[src/rtl/soc_sram_wb_adapter_if.sv]
// rtl/soc_sram_wb_adapter_if.sv - Wishbone B3 bus bundle between a master and the SRAM adapter
interface soc_sram_wb_adapter_if #(
  parameter int AW = 32,
  parameter int DW = 32
) ();
  localparam int SW = DW / 8;

  logic          wb_cyc_i;
  logic          wb_stb_i;
  logic          wb_we_i;
  logic [AW-1:0] wb_adr_i;
  logic [DW-1:0] wb_dat_i;
  logic [SW-1:0] wb_sel_i;
  logic [2:0]    wb_cti_i;
  logic [1:0]    wb_bte_i;
  logic          wb_ack_o;
  logic          wb_err_o;
  logic          wb_rty_o;
  logic [DW-1:0] wb_dat_o;

  modport master (
    output wb_cyc_i, wb_stb_i, wb_we_i, wb_adr_i, wb_dat_i, wb_sel_i, wb_cti_i, wb_bte_i,
    input  wb_ack_o, wb_err_o, wb_rty_o, wb_dat_o
  );

  modport slave (
    input  wb_cyc_i, wb_stb_i, wb_we_i, wb_adr_i, wb_dat_i, wb_sel_i, wb_cti_i, wb_bte_i,
    output wb_ack_o, wb_err_o, wb_rty_o, wb_dat_o
  );
endinterface

[src/rtl/soc_sram_wb_adapter.sv]
// rtl/soc_sram_wb_adapter.sv - Wishbone B3 slave driving a single-port SRAM with registered read data
module soc_sram_wb_adapter #(
  parameter int AW            = 32,
  parameter int DW            = 32,
  parameter int MEM_SIZE_BYTE = 32768,
  localparam int SW           = DW / 8,
  localparam int WORD_AW      = AW - (SW >> 1)
) (
  input  logic                clk,
  input  logic                rst,
  soc_sram_wb_adapter_if.slave wb,
  output logic                sram_ce,
  output logic                sram_we,
  output logic                sram_oe,
  output logic [WORD_AW-1:0]  sram_waddr,
  output logic [DW-1:0]       sram_din,
  output logic [SW-1:0]       sram_sel,
  input  logic [DW-1:0]       sram_dout
);
  localparam int AB = SW >> 1;

  typedef enum logic [1:0] {IDLE, ACTIVE, ERR} state_t;

  state_t               state_q, state_d;
  logic [WORD_AW-1:0]   adr_q, adr_d;
  logic [WORD_AW-1:0]   wa, nxt, wrap_mask;
  logic                 req, oor_wa, oor_nxt;
  logic                 ack, err;
  logic [DW-1:0]        dat_o;
  logic                 unused_adr;

  function automatic logic out_of_range(input logic [WORD_AW-1:0] w);
    logic [63:0] byte_adr;
    byte_adr = 64'(w) << AB;
    return byte_adr >= 64'(MEM_SIZE_BYTE);
  endfunction

  assign req        = wb.wb_cyc_i & wb.wb_stb_i;
  assign wa         = wb.wb_adr_i[AW-1:AB];
  assign unused_adr = ^wb.wb_adr_i;
  assign oor_wa     = out_of_range(wa);

  // Wrap bursts only advance the low bits; linear bursts use a full-width mask.
  always_comb begin
    wrap_mask = '1;
    case (wb.wb_bte_i)
      2'b01:   wrap_mask = WORD_AW'(3);
      2'b10:   wrap_mask = WORD_AW'(7);
      2'b11:   wrap_mask = WORD_AW'(15);
      default: wrap_mask = '1;
    endcase
    nxt = (adr_q & ~wrap_mask) | ((adr_q + WORD_AW'(1)) & wrap_mask);
  end

  assign oor_nxt = out_of_range(nxt);

  always_ff @(posedge clk) begin
    if (rst) begin
      state_q <= IDLE;
      adr_q   <= '0;
    end else begin
      state_q <= state_d;
      adr_q   <= adr_d;
    end
  end

  always_comb begin
    state_d    = state_q;
    adr_d      = adr_q;
    ack        = 1'b0;
    err        = 1'b0;
    dat_o      = '0;
    sram_ce    = 1'b0;
    sram_we    = 1'b0;
    sram_waddr = wa;
    sram_din   = wb.wb_dat_i;
    sram_sel   = '1;
    case (state_q)
      IDLE: begin
        // Prefetch read of the requested word; a write simply ignores the data.
        sram_ce = req;
        if (req) begin
          if (oor_wa) begin
            state_d = ERR;
          end else begin
            adr_d   = wa;
            state_d = ACTIVE;
          end
        end
      end
      ACTIVE: begin
        ack     = req;
        sram_ce = req;
        if (wb.wb_we_i) begin
          sram_we    = req;
          sram_waddr = adr_q;
          sram_sel   = wb.wb_sel_i;
        end else begin
          sram_waddr = nxt;
          if (req) dat_o = sram_dout;
        end
        if (req && wb.wb_cti_i == 3'b010) begin
          if (oor_nxt) begin
            state_d = ERR;
          end else begin
            adr_d   = nxt;
            state_d = ACTIVE;
          end
        end else begin
          state_d = IDLE;
        end
      end
      ERR: begin
        err     = req;
        state_d = IDLE;
      end
      default: state_d = IDLE;
    endcase
  end

  assign sram_oe     = sram_ce & ~sram_we;
  assign wb.wb_ack_o = ack;
  assign wb.wb_err_o = err;
  assign wb.wb_rty_o = 1'b0;
  assign wb.wb_dat_o = dat_o;
endmodule

[src/flat_wrapper.sv]
// flat-port wrapper written by rule: the top's interface ports become plain ports
module soc_sram_wb_adapter_flat 
#(
  parameter int AW            = 32,
  parameter int DW            = 32,
  parameter int MEM_SIZE_BYTE = 32768,
  localparam int SW           = DW / 8,
  localparam int WORD_AW      = AW - (SW >> 1)
)
  (clk, rst, sram_ce, sram_we, sram_oe, sram_waddr, sram_din, sram_sel, sram_dout, wb_wb_cyc_i, wb_wb_stb_i, wb_wb_we_i, wb_wb_adr_i, wb_wb_dat_i, wb_wb_sel_i, wb_wb_cti_i, wb_wb_bte_i, wb_wb_ack_o, wb_wb_err_o, wb_wb_rty_o, wb_wb_dat_o);
  soc_sram_wb_adapter_if #(.AW(AW), .DW(DW)) wb_i ();
  input  logic clk;
  input  logic rst;
  output logic sram_ce;
  output logic sram_we;
  output logic sram_oe;
  output logic [WORD_AW-1:0] sram_waddr;
  output logic [DW-1:0] sram_din;
  output logic [SW-1:0] sram_sel;
  input  logic [DW-1:0] sram_dout;
  input wire logic [$bits(wb_i.wb_cyc_i)-1:0] wb_wb_cyc_i;
  input wire logic [$bits(wb_i.wb_stb_i)-1:0] wb_wb_stb_i;
  input wire logic [$bits(wb_i.wb_we_i)-1:0] wb_wb_we_i;
  input wire logic [$bits(wb_i.wb_adr_i)-1:0] wb_wb_adr_i;
  input wire logic [$bits(wb_i.wb_dat_i)-1:0] wb_wb_dat_i;
  input wire logic [$bits(wb_i.wb_sel_i)-1:0] wb_wb_sel_i;
  input wire logic [$bits(wb_i.wb_cti_i)-1:0] wb_wb_cti_i;
  input wire logic [$bits(wb_i.wb_bte_i)-1:0] wb_wb_bte_i;
  output wire logic [$bits(wb_i.wb_ack_o)-1:0] wb_wb_ack_o;
  output wire logic [$bits(wb_i.wb_err_o)-1:0] wb_wb_err_o;
  output wire logic [$bits(wb_i.wb_rty_o)-1:0] wb_wb_rty_o;
  output wire logic [$bits(wb_i.wb_dat_o)-1:0] wb_wb_dat_o;
  assign wb_i.wb_cyc_i = wb_wb_cyc_i;
  assign wb_i.wb_stb_i = wb_wb_stb_i;
  assign wb_i.wb_we_i = wb_wb_we_i;
  assign wb_i.wb_adr_i = wb_wb_adr_i;
  assign wb_i.wb_dat_i = wb_wb_dat_i;
  assign wb_i.wb_sel_i = wb_wb_sel_i;
  assign wb_i.wb_cti_i = wb_wb_cti_i;
  assign wb_i.wb_bte_i = wb_wb_bte_i;
  assign wb_wb_ack_o = wb_i.wb_ack_o;
  assign wb_wb_err_o = wb_i.wb_err_o;
  assign wb_wb_rty_o = wb_i.wb_rty_o;
  assign wb_wb_dat_o = wb_i.wb_dat_o;
  soc_sram_wb_adapter #(.AW(AW), .DW(DW), .MEM_SIZE_BYTE(MEM_SIZE_BYTE)) u_core (.clk(clk), .rst(rst), .wb(wb_i), .sram_ce(sram_ce), .sram_we(sram_we), .sram_oe(sram_oe), .sram_waddr(sram_waddr), .sram_din(sram_din), .sram_sel(sram_sel), .sram_dout(sram_dout));
endmodule
[config.mk]
export PLATFORM = sky130hd
export DESIGN_NAME = soc_sram_wb_adapter_flat
export DESIGN_NICKNAME = d
export VERILOG_FILES = /design/src/rtl/soc_sram_wb_adapter_if.sv /design/src/rtl/soc_sram_wb_adapter.sv /design/src/flat_wrapper.sv
export SDC_FILE = /design/constraint.sdc
export NUM_CORES = 1
export LEC_CHECK = 0
export CAP_MARGIN = 20
export CORE_ASPECT_RATIO = 0.5
export CORE_MARGIN = 5
export CORE_UTILIZATION = 30
export CTS_CLUSTER_DIAMETER = 200
export DETAILED_ROUTE_END_ITERATION = 8
export PLACE_DENSITY = 0.7
export SYNTH_ARGS = -nofsm -noshare
export SYNTH_HDL_FRONTEND = slang
export SYNTH_SLANG_ARGS = --single-unit
export TNS_END_PERCENT = 10
[constraint.sdc]
create_clock -name clk -period 8.1 [get_ports clk]
set_input_delay 1.62 -clock clk [delete_from_list [all_inputs] [get_ports clk]]
set_output_delay 1.62 -clock clk [all_outputs]
set_load 0.1 [all_outputs]
* After elaboration in Yosys (flattened, before gate mapping) *
Cells that the tools add are included.
W data, S select, Z words.

cells by class
  $lt $le $gt $ge = 2
  add/sub/neg operators = 1
  multiplexer cells = 23
  equal/unequal tests = 10
  bitwise operators = 7
  reduce and logical (&&, ||, !) cells = 5

operators by type and width
  operator                 number
  $mux W30                 6
  $mux W32                 3
  $pmux W30 S3             1
  $ge A32 B16 Y1 const B   2
  $and A30 B30 Y30         2
  $pmux W30 S2             1
  $add A30 B1 Y30 const B  1
  $not A30 Y30             1
  $or A30 B30 Y30          1
  $mux W2                  4
  $mux W4                  2
  $eq A2 B2 Y1 const B     3
  $mux W1                  5
  $reduce_and A5 Y1        1
  $eq A2 B1 Y1 const B     2
  $ne A2 B1 Y1 const B     2
  $ne A2 B2 Y1 const B     2
  $pmux W2 S2              1
  $eq A3 B2 Y1 const B     1
  $and A1 B1 Y1            2
  $logic_not A2 Y1         1
  $reduce_bool A2 Y1       1
  $reduce_or A2 Y1         1
  $logic_and A1 B1 Y1      1
  $not A1 Y1               1

storage, ports and cells
  logic and storage cells = 50
  flip-flop bits (word level) = 32

* Longest topological paths before layout *
Gate-level depths: netlist of the first run.

  word-level depth = 9
  mapped depth = 12

* Worst setup path after synthesis of the first run *
No wires, ideal clock.

  path kind = input -> output
  from = input wb_wb_bte_i[1]
  to = output sram_waddr[29]
  setup slack = 1.265 ns
  buffers on the path = 1
  arrival time = 5.215 ns
  stages = 8
  cell sequence = inv_1 ha_1 nand3_1 or4_4 clkbuf_1 nor4_1 xnor2_1 o21ai_0

between the ends
  longest elaborated chain between the ends = 7

ends and longest elaborated chain
  what                                                 line                       source
  start, declared                                      flat_wrapper.sv:28         input wire logic [$bits(wb_i.wb_bte_i)-1:0] wb_wb_bte_i;
  $eq A2 B2 Y1 / $eq A2 B1 Y1 (equally long branches)  soc_sram_wb_adapter.sv:46  case (wb.wb_bte_i)
  $pmux W30 S3 (*)                                     soc_sram_wb_adapter.sv:46
  $not A30 Y30                                         soc_sram_wb_adapter.sv:52  nxt = (adr_q & ~wrap_mask) | ((adr_q + WORD_AW'(1)) & wrap_mask);
  $and A30 B30 Y30                                     soc_sram_wb_adapter.sv:52
  $or A30 B30 Y30 (*)                                  soc_sram_wb_adapter.sv:52
  $mux W30 (*)                                         soc_sram_wb_adapter.sv:94  if (wb.wb_we_i) begin
  $mux W30 (*)                                         soc_sram_wb_adapter.sv:78  case (state_q)
  end, declared                                        flat_wrapper.sv:17         output logic [WORD_AW-1:0] sram_waddr;

Mark *: on every way between the ends. The rest lies on a longest branch, timed or not.

* Worst setup path after layout of the first run *
  from = input wb_wb_bte_i[0]
  to = output sram_waddr[27]

The elaborated chain is that of the path after synthesis.

==> results of run 1 <==
[cells in the mapped netlist, types with 3 or more instances]
| cell type | n |
|---|---|
| a21oi_1 | 4 |
| and2_1 | 52 |
| and3_1 | 5 |
| and4_1 | 4 |
| buf_1 | 5 |
| buf_4 | 33 |
| clkbuf_1 | 25 |
| dfxtp_1 | 32 |
| ha_1 | 4 |
| inv_1 | 7 |
| nand2_1 | 50 |
| nand2b_1 | 6 |
| nand3_1 | 11 |
| nand4_1 | 14 |
| nor2_1 | 35 |
| nor3_1 | 17 |
| nor4_1 | 11 |
| o21ai_0 | 47 |
| o21ai_1 | 8 |
| o31a_1 | 8 |
| or2_2 | 4 |
| or3_1 | 4 |
| or4_1 | 3 |
| xnor2_1 | 27 |
| xor2_1 | 9 |
[registers in the layout (all words and copies together) (netlist names)]
name and cells:
u_core.adr_q 30, u_core.state_q 2
[power groups by stage]
stage / logic (mW) / registers [mW] / clock network [mW]
2_1_floorplan: 0.155 / 0.162 / 0
4_1_cts: 0.140 / 0.158 / 0.190
6_report: 0.139 / 0.158 / 0.187
3_3_place_gp: 0.139 / 0.162 / 0
3_5_place_dp: 0.139 / 0.162 / 0
5_1_grt: 0.146 / 0.158 / 0.200
[worst register-to-register path, stage by stage (launching register included)]
cell and delay (ns):
dfxtp_1 0.51, ha_1 0.23, nand4_1 0.36, or4_1 0.63, nor3_1 0.28, o211ai_1 0.15
or4_1 0.53, o211a_1 0.52, o21ai_0 0.27, o21ai_0 0.11
[stage by stage]
step / std cells / hold WS, ns / worst slack [ns] / utilization (%) / cell area, µm²
6_report: 692 / 0.505 / 1.22 / 45.0 / 4610
5_1_grt: 692 / 0.546 / 0.999 / 45.0 / 4610
4_1_cts: 692 / 0.498 / 1.27 / 45.0 / 4610
3_5_place_dp: 684 / 0.490 / 1.29 / 43.5 / 4460
3_3_place_gp: 684 / 0.485 / 1.30 / 43.5 / 4460
2_1_floorplan: 457 / 0.462 / 1.27 / - / 3160
[layer usage]
layer	wire [µm]	vias to the layer above	share of wire [%]	GRT usage [%]
met5	0	-	0	0
met4	222	0	2.1	4.58
met3	814	26	7.9	3.44
met2	4900	152	47	25.8
met1	4420	1589	43	19.4
li1	-	1738	-	-
[final cells by class]
class                           instances  area [µm²]
Fill cell                            1068        5640
Multi-Input combinational cell        354        2130
Timing Repair Buffer                  151        1480
Sequential cell                        32         641
Tap cell                              140         175
Clock buffer                            8         146
Inverter                                7        26.3
[worst min path at each step]
stage	start	end	slack [ns]
2_1_floorplan	u_core.adr_q[29]$_SDFFE_PP0P_	u_core.adr_q[29]$_SDFFE_PP0P_	0.46
3_5_place_dp	u_core.adr_q[29]$_SDFFE_PP0P_	u_core.adr_q[29]$_SDFFE_PP0P_	0.49
4_1_cts	u_core.adr_q[29]$_SDFFE_PP0P_	u_core.adr_q[29]$_SDFFE_PP0P_	0.50
3_3_place_gp	u_core.adr_q[29]$_SDFFE_PP0P_	u_core.adr_q[29]$_SDFFE_PP0P_	0.48
5_1_grt	u_core.adr_q[20]$_SDFFE_PP0P_	u_core.adr_q[20]$_SDFFE_PP0P_	0.55
6_report	u_core.adr_q[29]$_SDFFE_PP0P_	u_core.adr_q[29]$_SDFFE_PP0P_	0.50
[kinds of logic (layout without fill, tap and decap cells)]
group | Yosys count | after routing | synth area share, %
AOI/OAI and AO/OA | 87 | 87 | 17.2
and+or+nand+nor | 224 | 224 | 37.8
xor gates and xnor gates | 36 | 36 | 9.98
other | 1 | 1 | 0.119
buffers and inverters | 71 | 166 | 12.4
adders and majority gates | 4 | 4 | 1.58
muxes | 2 | 2 | 0.634
DFF | 32 | 32 | 20.3
==> out/results.md, run 1 <==
- **Initial Util** 30.8%
- **final worst-path cycle share** 84.9%
- **average detailed-routed wire length per instance** 15.0 µm
- **post-synth cell types** 51
- **element type at the critical path end** output pin
- **path category of the worst min-delay check** reg -> reg
- **Nets** 665
- **routed vias** 3,505
- **Critical Path Start Type** primary input
- **arrival time at the worst endpoint** 5.26 ns
- **number of antenna violations at the first check in global routing** 0
- **WP buf/inv** 3
- **placer's final routability congestion estimate** 0.876
- **mean number of vias per cell** 5.07
- **status** completed
- **via count of the first global-routing pass** 3,295
- **peak clock frequency supported by timing** 145 MHz
- **Post-Route WL** 10,400 µm
- **first-pass GRT wire length** 16,100 µm
- **largest stage delay on the critical path** 1.18 ns
- **slew of the pin with the lowest slew margin** 1.03 ns
- **Top delay family on crit path** buffers and inverters
- **H-tree depth** 2
- **Buffers on Ports** 146
- **largest voltage drop on the vdd net** 0.0000810 V
- **total net switching power** 0.153 mW
- **number of antenna-violating nets in the routed design** 0
- **data required time of the worst path** 6.48 ns
- **syn nets** 571
- **DRC violation total after the first TritonRoute iteration** 197
- **Horiz. Die Dim** 155 µm
- **commonest non-fill, non-tap cell in the layout** clkdlybuf4s50_1
- **root buffer cell** clkbuf_16
- **number of cells on the critical path** 11
- **reported leakage power** 1.61 nW
- **worst-path fanout max** 8
- **worst setup path endpoint** sram_waddr[27]
- **final-report max-slew violation count** 0
- **PD cells** 105 nW/µm²
- **post-synthesis sequential area ratio** 20.3%
- **CTS clock-pin slew for the worst setup and hold paths** 0.05 ns
- **FF-to-FF path depth** 9
- **max-cap check violation count** 0
- **Combinational Power Share** 28.7%
- **buffer count from post-CTS setup fixing** 0
- **combined global-route utilization of all metal layers** 15.1%
- **placeable core region** 10,200 µm²
- **total inserted antenna cells** 0
- **mean cell area of the mapped netlist** 6.91 µm²
- **area enclosed by the die boundary** 12,800 µm²
- **Crit Reg-Reg Startpoint** u_core.adr_q[0]$_SDFFE_PP0P_
- **main area contributors after synthesis** dfxtp_1, and2_1, buf_4
- **maximum number of pins on one net before global-route repair** 43
- **total grt overflow** 0
- **DP Wirelength** 8180 µm
- **time the worst path needs with I/O delays and setup** 6.88 ns
- **number of placed I/O pins** 214
- **Synth Instances** 457
- **CTS buffer count** 5
- **total power** 0.484 mW
- **switching fraction of total power** 31.5%
- **relative area change from synthesis to final layout** 45.8%
- **relative slew slack** 31.3%
- **die outline height** 82.6 µm
- **top cell type by total area after synthesis** dfxtp_1
- **Yosys reg bits** 32
- **fraction of synthesis flops using an asynchronous set or reset pin** 0%
- **insertion delay of the later-clocked pin in the worst-skew pair** 0.27 ns
- **netlist area before placement** 3160 µm²
- **post-CTS resize count** 0
- **Most used DFF post-synth** dfxtp_1
- **Residual DRC** 0
- **Post-CTS Hold Fix Bufs** 0
- **Worst Skew** 0.00220 ns
- **setup repair after global routing missed its margin** no
- **sum of negative setup slack** 0 ns
- **Post-synth EDFFs** 0
- **Seq pwr share** 32.7%
- **layout cells sized above 1** 4.71%
- **cell row count** 26
- **Cell Chain, Critical Path** clkdlybuf4s50_1, inv_1, ha_1, nand3_1, nor3_1, nand2_1, nor3_1, nand2_1, xor2_1, o21ai_0, clkdlybuf4s50_1
- **Setup Viol. Count Final** 0
- **RR Endpoint** u_core.adr_q[4]$_SDFFE_PP0P_
- **number of buffers on the longest clock path** 2
- **internal power contribution** 0.332 mW
- **First-pass DRT Iterations** 6
- **final hold violation count** 0
- **critical-path cell with the highest stage delay** clkdlybuf4s50_1
- **clock tree sinks** 32
- **most frequent cells in the layout** clkdlybuf4s50_1, and2_1, nand2_1, o21ai_0, nor2_1
- **top-area cell type share of the netlist area** 20.3%
- **Yosys warning count** 0
- **Clk pwr share** 38.6%
- **CTS tree** yes
- **first element of the critical path** wb_wb_bte_i[0]
- **crit path kind** in -> out
- **Worst Hold Depth** 2
- **minimum setup slack among reg-to-reg paths** 4.39 ns
(Power assumes the default switching activity.)
==> run 2, diff against run 1 <==
Clock period 8.1 ns to 6.8 ns, I/O delays scaled along.
==> run 2 against run 1 <==
Critical path depth is the same. Clock skew up 0.0024 ns. Worst hold slack improved by 0.0085 ns. Combinational power is 17% higher. Wire length grew 0.75%. Die area stayed put. Sequential share of layout area rose by 0.44 points. Final cell count fell by 0.14%. Flip-flop and latch count is the same. Global-route usage decreased by 0.079 points. Largest cell class unchanged. Total power up 17%.
==> out/results.md, run 2 (same netlist as run 1, synthesis figures left out) <==
- **FF-to-FF path depth** 9
- **total grt overflow** 0
- **First-pass DRT Iterations** 5
- **number of antenna violations at the first check in global routing** 0
- **placer's final routability congestion estimate** 0.889
- **Worst Skew** 0.00461 ns
- **number of antenna-violating nets in the routed design** 0
- **sum of negative setup slack** 0 ns
- **PD cells** 127 nW/µm²
- **time the worst path needs with I/O delays and setup** 5.55 ns
- **buffer count from post-CTS setup fixing** 0
- **Nets** 665
- **final worst-path cycle share** 81.5%
- **DRC violation total after the first TritonRoute iteration** 189
- **Post-Route WL** 10,400 µm
- **Residual DRC** 0
- **data required time of the worst path** 5.44 ns
- **register bank with the most flops** u_core.adr_q
- **slew of the pin with the lowest slew margin** 0.989 ns
- **post-layout instance area** 4470 µm²
- **H-tree depth** 2
- **layout cells sized above 1** 14.0%
- **top flop regs** u_core.adr_q (30), u_core.state_q (2)
- **post-CTS resize count** 0
- **commonest non-fill, non-tap cell in the layout** clkdlybuf4s50_1
- **number of buffers on the longest clock path** 2
- **Worst Hold Depth** 2
- **total power** 0.567 mW
- **routed vias** 3,485
- **Post-Place Worst Slack** 1.34 ns
- **placeable core region** 10,200 µm²
- **relative area change from synthesis to final layout** 41.4%
- **most frequent cells in the layout** clkdlybuf4s50_1, buf_4, and2_1, nand2_1, o21ai_0
- **die outline height** 82.6 µm
- **Post-DP Area** 4330 µm²
- **reported leakage power** 1.69 nW
- **CTS tree** yes
- **final hold violation count** 0
- **relative slew slack** 33.9%
- **area enclosed by the die boundary** 12,800 µm²
- **total inserted antenna cells** 0
- **Critical Path Start Type** primary input
- **cell row count** 26
- **Initial Util** 30.8%
- **setup repair after global routing missed its margin** no
- **max-cap check violation count** 0
- **root buffer cell** clkbuf_16
- **Buffers on Ports** 146
- **flip-flop count of the largest register, all copies and words added** 30
- **first-pass GRT wire length** 15,900 µm
- **peak clock frequency supported by timing** 180 MHz
- **DP Wirelength** 8270 µm
- **Post-CTS Hold Fix Bufs** 0
- **final worst setup slack** 1.25 ns
- **insertion delay of the later-clocked pin in the worst-skew pair** 0.28 ns
- **arrival time at the worst endpoint** 4.19 ns
- **maximum number of pins on one net before global-route repair** 45
- **status** completed
- **element type at the critical path end** output pin
- **final-report max-slew violation count** 0
- **number of placed I/O pins** 214
- **CTS buffer count** 5
- **Setup Viol. Count Final** 0
- **crit path kind** in -> out
- **path category of the worst min-delay check** reg -> reg
- **average detailed-routed wire length per instance** 15.1 µm
- **clock tree sinks** 32
- **combined global-route utilization of all metal layers** 15.1%
- **via count of the first global-routing pass** 3,278
- **CTS clock-pin slew for the worst setup and hold paths** 0.05 ns
- **mean number of vias per cell** 5.04
- **worst-path fanout max** 8
- **Horiz. Die Dim** 155 µm
- **largest voltage drop on the vdd net** 0.0000656 V
==> run 2: through the flow <==
stage,instances,hold slack [ns],utilization [%]
after global placement,684,0.492,42.3
after floorplan,457,0.462,-
after global routing,691,0.548,43.6
after detailed placement,684,0.500,42.3
after CTS,691,0.508,43.6
final,691,0.513,43.6
==> run 2: final timing paths <==
check                           slack (ns)                       endpoint                          start
worst min register to register        0.51  u_core.adr_q[29]$_SDFFE_PP0P_  u_core.adr_q[29]$_SDFFE_PP0P_
worst max-delay path                  1.25                 sram_waddr[25]                 wb_wb_bte_i[0]
worst max register to register        3.06   u_core.adr_q[5]$_SDFFE_PP0P_   u_core.adr_q[0]$_SDFFE_PP0P_
worst min-delay path                  0.51  u_core.adr_q[29]$_SDFFE_PP0P_  u_core.adr_q[29]$_SDFFE_PP0P_
==> run 2: final cells by class <==
class                      instances  area, µm²
clock buffer                       6        129
timing repair buffer             151       1360
tap                              140        175
fill                            1057       5780
multi-input combinational        354       2130
sequential                        32        641
inverter                           7       26.3
clock inverter                     1       5.00
==> run 2: power by group <==
part	internal, mW	switching, mW
Sequential	0.188	0.000563
Clock	0.133	0.0823
Combinational	0.0589	0.104
Total	0.380	0.187
==> run 2: routing by layer <==
metal / routed length, µm / GRT usage, %
met4: 223 / 5.11
met1: 4440 / 18.8
met2: 4910 / 25.5
met5: 0 / 0
met3: 863 / 4.06
==> run 2: worst max-delay path, cell delays in order <==
cell and delay [ns]:
clkdlybuf4s50_1 0.42, inv_1 0.07, ha_1 0.16, nand3_1 0.25, nor3_1 0.39, nand2_1 0.16, nor3_1 0.53, nand4_1 0.19
xor2_1 0.17, o21ai_0 0.15, buf_4 0.32
